===== src/rtl/d_cache_port_arbiter.sv =====
// d_cache_port_arbiter
//   Arbitrates between the load pipe and the committed-store buffer for the
//   single d-cache port. It also owns the issue register that feeds the cache.
//   A cache miss freezes the issue register. A flush turns a held load into a
//   nop, but the access stays valid so that an in-flight miss still completes.
//
// Optional feature macro: D_CACHE_ARB_STARVE_EN
//   When defined, a starvation counter promotes a waiting store. The store
//   takes priority after STARVE_LIMIT consecutive cycles in which it lost to
//   a load. When undefined, loads always have strict priority.
//
// Ports
//   clk, rst                 single clock, synchronous active-high reset
//   ld_valid/ld_ready        load request handshake (ready is combinational)
//   ld_addr, ld_id           load address and active-list id
//   st_valid/st_ready        committed-store handshake (ready is combinational)
//   st_addr, st_data         store address and data
//   dc_miss                  cache miss; freezes the issue register, blocks grants
//   flush                    misprediction recovery; squashes speculative loads
//   o_valid, o_mem_action    issue register valid, action (0=READ, 1=WRITE)
//   o_nop                    issue register squashed / empty marker
//   o_addr, o_data, o_id     issue register payload
//   o_addr_next              combinational next address for SRAM indexing
//   o_state                  FSM state: 0=IDLE, 1=BUSY, 2=MISS
module d_cache_port_arbiter #(
  parameter int ADDR_WIDTH   = 32,
  parameter int DATA_WIDTH   = 32,
  parameter int ID_WIDTH     = 4,
  parameter int STARVE_LIMIT = 4
) (
  input  logic                  clk,
  input  logic                  rst,
  input  logic                  ld_valid,
  output logic                  ld_ready,
  input  logic [ADDR_WIDTH-1:0] ld_addr,
  input  logic [ID_WIDTH-1:0]   ld_id,
  input  logic                  st_valid,
  output logic                  st_ready,
  input  logic [ADDR_WIDTH-1:0] st_addr,
  input  logic [DATA_WIDTH-1:0] st_data,
  input  logic                  dc_miss,
  input  logic                  flush,
  output logic                  o_valid,
  output logic                  o_mem_action,
  output logic                  o_nop,
  output logic [ADDR_WIDTH-1:0] o_addr,
  output logic [DATA_WIDTH-1:0] o_data,
  output logic [ID_WIDTH-1:0]   o_id,
  output logic [ADDR_WIDTH-1:0] o_addr_next,
  output logic [1:0]            o_state
);

  typedef enum logic [1:0] {
    ST_IDLE = 2'd0,
    ST_BUSY = 2'd1,
    ST_MISS = 2'd2
  } state_t;

  state_t                  state_r;
  state_t                  state_next_s;
  logic                    ld_cand_s;
  logic                    promote_s;
  logic                    ld_grant_s;
  logic                    st_grant_s;
  logic                    valid_r;
  logic                    action_r;
  logic                    nop_r;
  logic [ADDR_WIDTH-1:0]   addr_r;
  logic [DATA_WIDTH-1:0]   data_r;
  logic [ID_WIDTH-1:0]     id_r;

  // A flushed load is speculative and must not be issued this cycle.
  assign ld_cand_s = ld_valid & ~flush;

`ifdef D_CACHE_ARB_STARVE_EN
  logic [3:0] starve_cnt_r;

  assign promote_s = (starve_cnt_r == 4'(STARVE_LIMIT));

  // Starvation counter: counts cycles a waiting store lost to a load.
  always_ff @(posedge clk) begin
    if (rst) begin
      starve_cnt_r <= 4'd0;
    end else if (st_grant_s) begin
      starve_cnt_r <= 4'd0;
    end else if (st_valid && ld_grant_s && (starve_cnt_r != 4'(STARVE_LIMIT))) begin
      starve_cnt_r <= starve_cnt_r + 4'd1;
    end else begin
      starve_cnt_r <= starve_cnt_r;
    end
  end
`else
  // Strict load priority: the limit is accepted but has no effect.
  logic [3:0] limit_unused_s;
  assign limit_unused_s = 4'(STARVE_LIMIT);
  assign promote_s      = 1'b0;
`endif

  // Grant selection: a load wins by default. A store wins when no load is
  // eligible, or when the store has been promoted by the starvation counter.
  always_comb begin
    ld_grant_s = 1'b0;
    st_grant_s = 1'b0;
    if (rst || dc_miss) begin
      ld_grant_s = 1'b0;
      st_grant_s = 1'b0;
    end else if (st_valid && (promote_s || !ld_cand_s)) begin
      st_grant_s = 1'b1;
    end else if (ld_cand_s) begin
      ld_grant_s = 1'b1;
    end else begin
      ld_grant_s = 1'b0;
      st_grant_s = 1'b0;
    end
  end

  assign ld_ready = ld_grant_s;
  assign st_ready = st_grant_s;

  // Next SRAM index: hold during a miss, otherwise follow the winner.
  always_comb begin
    o_addr_next = addr_r;
    if (dc_miss) begin
      o_addr_next = addr_r;
    end else if (ld_grant_s) begin
      o_addr_next = ld_addr;
    end else if (st_grant_s) begin
      o_addr_next = st_addr;
    end else begin
      o_addr_next = addr_r;
    end
  end

  // Issue register: loads on a grant and freezes during a miss. A flush only
  // marks a held load as a nop, so that its outstanding miss still drains.
  always_ff @(posedge clk) begin
    if (rst) begin
      valid_r  <= 1'b0;
      action_r <= 1'b0;
      nop_r    <= 1'b1;
      addr_r   <= {ADDR_WIDTH{1'b0}};
      data_r   <= {DATA_WIDTH{1'b0}};
      id_r     <= {ID_WIDTH{1'b0}};
    end else if (!dc_miss) begin
      if (ld_grant_s) begin
        valid_r  <= 1'b1;
        action_r <= 1'b0;
        nop_r    <= 1'b0;
        addr_r   <= ld_addr;
        data_r   <= {DATA_WIDTH{1'b0}};
        id_r     <= ld_id;
      end else if (st_grant_s) begin
        valid_r  <= 1'b1;
        action_r <= 1'b1;
        nop_r    <= 1'b0;
        addr_r   <= st_addr;
        data_r   <= st_data;
        id_r     <= {ID_WIDTH{1'b0}};
      end else begin
        valid_r  <= 1'b0;
        nop_r    <= 1'b1;
      end
    end else if (flush && valid_r && !action_r) begin
      nop_r <= 1'b1;
    end else begin
      nop_r <= nop_r;
    end
  end

  // FSM state register.
  always_ff @(posedge clk) begin
    if (rst) begin
      state_r <= ST_IDLE;
    end else begin
      state_r <= state_next_s;
    end
  end

  // FSM next state. A miss in IDLE has no access behind it and is ignored.
  always_comb begin
    state_next_s = state_r;
    case (state_r)
      ST_IDLE: begin
        if (ld_grant_s || st_grant_s) begin
          state_next_s = ST_BUSY;
        end else begin
          state_next_s = ST_IDLE;
        end
      end
      ST_BUSY, ST_MISS: begin
        if (dc_miss) begin
          state_next_s = ST_MISS;
        end else if (ld_grant_s || st_grant_s) begin
          state_next_s = ST_BUSY;
        end else begin
          state_next_s = ST_IDLE;
        end
      end
      default: begin
        state_next_s = ST_IDLE;
      end
    endcase
  end

  assign o_valid      = valid_r;
  assign o_mem_action = action_r;
  assign o_nop        = nop_r;
  assign o_addr       = addr_r;
  assign o_data       = data_r;
  assign o_id         = id_r;
  assign o_state      = state_r;

endmodule


===== config.mk =====
export PLATFORM = sky130hd
export DESIGN_NAME = d_cache_port_arbiter
export DESIGN_NICKNAME = d
export VERILOG_FILES = /design/src/rtl/d_cache_port_arbiter.sv
export SDC_FILE = /design/constraint.sdc
export NUM_CORES = 1
export LEC_CHECK = 0
export ABC_AREA = 1
export CORE_ASPECT_RATIO = 0.7
export CORE_MARGIN = 5
export CORE_UTILIZATION = 35
export DETAILED_ROUTE_END_ITERATION = 16
export GPL_ROUTABILITY_DRIVEN = 1
export PLACE_DENSITY = 0.79
export SKIP_LAST_GASP = 1
export SLEW_MARGIN = 20
export SYNTH_ARGS = -nofsm -noshare
export SYNTH_HDL_FRONTEND = slang
export SYNTH_SLANG_ARGS = --single-unit

===== constraint.sdc =====
create_clock -name clk -period 1.7 [get_ports clk]
set_input_delay 0.34 -clock clk [delete_from_list [all_inputs] [get_ports clk]]
set_output_delay 0.34 -clock clk [all_outputs]
set_load 0.02 [all_outputs]

# Yosys cells after proc, flatten, opt, wreduce, memory -nomap -nowiden
# Index checks and enable logic that the tools add are counted.
[totals]
reg_bits = 73
in_bits = 106
[classes]
n_reduce_logical = 11
muxes = 23
eq_ne = 3
n_bitwise = 3
[ops]
columns = ["cell", "count"]
rows = [
  ["32-bit 2-to-1 mux", 5],
  ["1-bit 2-to-1 mux", 14],
  ["4-bit 2-to-1 mux", 2],
  ["2-bit case mux with 2 select lines", 1],
  ["1-bit logical AND", 3],
  ["2-bit by 1-bit == test with 1-bit output (second input constant)", 1],
  ["2-bit == test (second input constant)", 1],
  ["1-bit zero test", 2],
  ["2-bit zero test", 1],
  ["1-bit logical OR", 2],
  ["2-bit 2-to-1 mux", 1],
  ["2-bit by 1-bit inequality test with 1-bit output (second input constant)", 1],
  ["1-bit NOT", 2],
  ["2-bit AND reduction", 1],
  ["2-bit nonzero test", 1],
  ["2-bit OR reduction", 1],
  ["1-bit bitwise AND", 1],
]

# Longest topological paths before layout
[depth]
depth_word = 10
mapped_depth = 8
ltp_nobuf = 7

# Least setup slack after synthesis
# Ideal clock, no wire load.
[synth_timing]
kind = "input to output"
from = "input port rst"
to = "output port o_addr_next[20]"
n_path_buf = 2
arrival_time_ps = 1283
path_slack_ps = 77
stages = 8
path_cell_list = "buf_2 -> inv_2 -> nand2_1 -> nor2_4 -> buf_4 -> nand2_1 -> nand3_1 -> inv_1"
[synth_lines]
columns = ["item", "line", "text"]
rows = [
  ["from (decl)", "32", "input logic rst,"],
  ["1-bit logical OR", "104", "if (rst || dc_miss) begin"],
  ["1-bit 2-to-1 mux", "104", ""],
  ["via ld_ready", "34", "output logic ld_ready,"],
  ["32-bit 2-to-1 mux", "125", "end else if (ld_grant_s) begin"],
  ["32-bit 2-to-1 mux", "123", "if (dc_miss) begin"],
  ["to (decl)", "49", "output logic [ADDR_WIDTH-1:0] o_addr_next,"],
]
# The timed path passes the listed nets, and every way through them passes these cells.

# Worst setup path after layout
[layout_timing]
from = "input port dc_miss"
to = "output port o_addr_next[3]"
[layout_between]
elab_chain_len = 5
[layout_rtl]
columns = ["item", "line", "text"]
rows = [
  ["from (decl)", "41", "input logic dc_miss,"],
  ["1-bit logical OR", "104", ""],
  ["1-bit 2-to-1 mux", "104", ""],
  ["32-bit 2-to-1 mux", "127", "end else if (st_grant_s) begin"],
  ["32-bit 2-to-1 mux", "125", ""],
  ["32-bit 2-to-1 mux *", "123", ""],
]
# Mark *: on every way between the ends. The rest lies on a longest branch, timed or not.

==> run_results.csv <==
group,metric,value,unit
place,numPortBuffers,212,
routing,wirelength,15.3,mm
floorplan,start_util,35.3,%
setup_path,max_stage_delay,190,ps
outcome,status,"finished, violations left",
setup_path,worst_setup_path_start_kind,"input pin",
setup_path,crit_chain,"buf_6 > nor2_8 > buf_6 > nand2_8 > clkbuf_16 > nand3_1 > nand3_2 > inv_1 > buf_6",
synth,yosysTopAreaCellShare,40.5,%
floorplan,die-area,0.0125,mm²
setup_path,path_depth,9,
clock_network,cts_tree,"done",
hold_path,worst_hold_path_type,"in -> reg",
routing,antenna_left,0,
clock_network,root_buffer,"clkbuf_16",
setup_path,reg2reg_depth,10,
finish,antenna_cells,0,
synth,ys_seq_area_share,40.5,%
routing,viasPerCell,4.84,
finish,syn_to_final_growth,98.0,%
setup_path,endpoint_kind,"output port",
routing,drc,0,
power_and_ir_drop,peakVddDrop,0.509,mV
timing,hold_viol,0,
clock_network,clock_latency,320,ps
clock_network,cts.sinks,73,
timing,holdWs,410,ps
power_and_ir_drop,p_total,5470,µW
finish,final_cells,938,
timing,setup_violations,5,
setup_path,worst_ep_arrival_time,1400,ps
finish,drive_gt1_share,24.9,%
setup_path,crit_buf_inv,5,
synth,yosysWarnings,0,
timing,tightest_slew,450,ps
synth,ys_seq_elements,73,
grt,grt_pass1_wl,22.2,mm
floorplan,rows,31,
hold_path,hold_depth,4,
floorplan,core-area,0.0102,mm²
grt,antenna_found_initial,0,
floorplan,die_h,94.9,µm
floorplan,ios,213,
timing,worst_slack,-36.0,ps
grt,track_usage,21.9,%
power_and_ir_drop,p_leak,0.00339,µW
clock_network,clk_pin_slew,50,ps
setup_path,worstSetupPathType,"in -> out",
routing,avgRoutedWirePerCell,16.3,µm
timing,skew,3.77,ps
setup_path,path_max_fanout,6,
clock_network,clock_path_buffers,2,
synth,synth_cell_types,19,
synth,synth_top_area_cell,"dfxtp_1",
synth,netlist_instances,540,
power_and_ir_drop,power_density,766,mW/mm²
clock_network,cts_max_level,3,
floorplan,die_w,131,µm
setup_path,timing.critical_path.mode_cell,"buf_6",
setup_path,crit_required,1360,ps
synth,synth_area_per_cell,6.68,µm²
synth,syn_nets,648,
synth,synth.area.top_cells,"dfxtp_1, nand3_1, inv_1",
place,place_ws,-915,ps
routing,drt-initial-drc-count,222,
grt,grt_max_degree,40,
timing,rsz0062_at_grt,"yes",
place,hpwl,9.76,mm
outcome,violations,"setup timing",
timing,finalCriticalPeriod,1740,ps
job,cap_violations,0,
setup_path,crit_slowest_cell,"clkbuf_16",
timing,slew_viol_final,0,
routing,drtPass1Iterations,5,
place,dp_cells,882,
grt,grt_overflow,0,
timing,timing.fmax,576,MHz
setup_path,crit_family,"buffers and inverters",
timing,period_share,102,%
clock_network,hold_buffers,0,
routing,vias,4540,
timing,maxSlewHeadroom,70.0,%
place,gp_congestion,0.938,
grt,first_global_vias,4538,
clock_network,cts_buffers,9,
finish,nets,909,
synth,synthesis.area,0.00360,mm²
-- power breakdown --
part | total (µW) | switching, µW | internal (µW)
Clock | 2040 | 713 | 1320
Sequential | 1850 | 48.6 | 1800
Combinational | 1590 | 758 | 828
Total | 5470 | 1520 | 3950
-- Yosys cell counts (all sizes together) --
cell type and instances:
inv 135, nand3 103, nand2 79, dfxtp 73, nor2 40, a21oi 37, nand4 32, buf 26
clkbuf 12, ha 2, o21ai 1
-- sequential cells by signal, summed over array words and instances (netlist names) --
name and count:
o_id 4, o_mem_action 1, o_nop 1, o_state 2, o_valid 1, o_data 32
o_addr 32
-- worst min-delay path, stage by stage --
cell and delay [ps]:
buf_6 110, buf_4 140, nand2_1 50, nor2_1 40
-- path summary, 6_finish.rpt --
check | start | to | slack (ps)
setup / recovery | dc_miss | o_addr_next[3] | -40
setup reg to reg | o_addr[2] | o_addr[2] | 260
hold reg to reg | o_data[30] | o_data[30] | 470
hold / removal | dc_miss | o_state[1] | 410
-- layer usage --
metal	vias up	part of all wire, %	global-route usage, %	wire length, µm
met5	-	0	0	0
li1	2198	-	-	-
met1	2119	39	25.1	6020
met2	204	50	38.6	7550
met4	0	1.4	6.16	218
met3	19	9.6	8.36	1460
-- metrics by stage --
| step | utilization [%] | area, µm² | setup TNS, ps |
|---|---|---|---|
| CTS | 65.2 | 6650 | -86.2 |
| global placement | 58.8 | 6000 | -47770 |
| global route | 69.9 | 7140 | -1200 |
| finish | 69.9 | 7140 | -75.0 |
| floorplan | - | 3600 | 0 |
| detailed placement | 58.8 | 6000 | -52910 |
-- placed cells by master, fill, tap and decap left out, types with 2 or more instances in the layout --
master,instances
clkdlybuf4s50_1,172
a21oi_1,37
inv_1,119
buf_12,5
clkbuf_16,14
nand2_1,64
buf_4,61
buf_6,34
nor2_8,2
dfxtp_1,73
clkinv_2,2
nand2_8,3
buf_16,2
nand3_1,67
nand2_2,8
nand3_2,34
nor2_1,35
nand3_4,2
inv_2,14
nor2_4,2
nand4_1,32
nand2_4,5
bufinv_16,2
ha_1,2
buf_8,4
-- final cells by class --
type                            instances  area (µm²)
Sequential cell                        73        1460
Multi-Input combinational cell        295        1730
Clock inverter                          5        78.8
Inverter                              135         514
Tap cell                              132         165
Clock buffer                           11         243
Timing Repair Buffer                  287        2940
Fill cell                             796        3070
-- kinds of logic (layout without fill, tap and decap cells) --
group	count (synthesis)	in the layout	share of synthesized area, %
and+or+nand+nor	254	255	33.9
buffers and inverters	173	438	19.5
DFF	73	73	40.5
AOI/OAI and AO/OA	38	38	5.28
adders and majority gates	2	2	0.694
-- timing repair --
action | 4_1_cts | 5_1_grt
gates resized for setup | 224 | 86
setup endpoints to repair | 73 | 36
pin swaps | 22 | 13
setup buffers | 21 | 10
hold endpoints to repair | 0 | 0
cloned | 4 | 6
No activity file was read; power rests on OpenSTA's default activity.
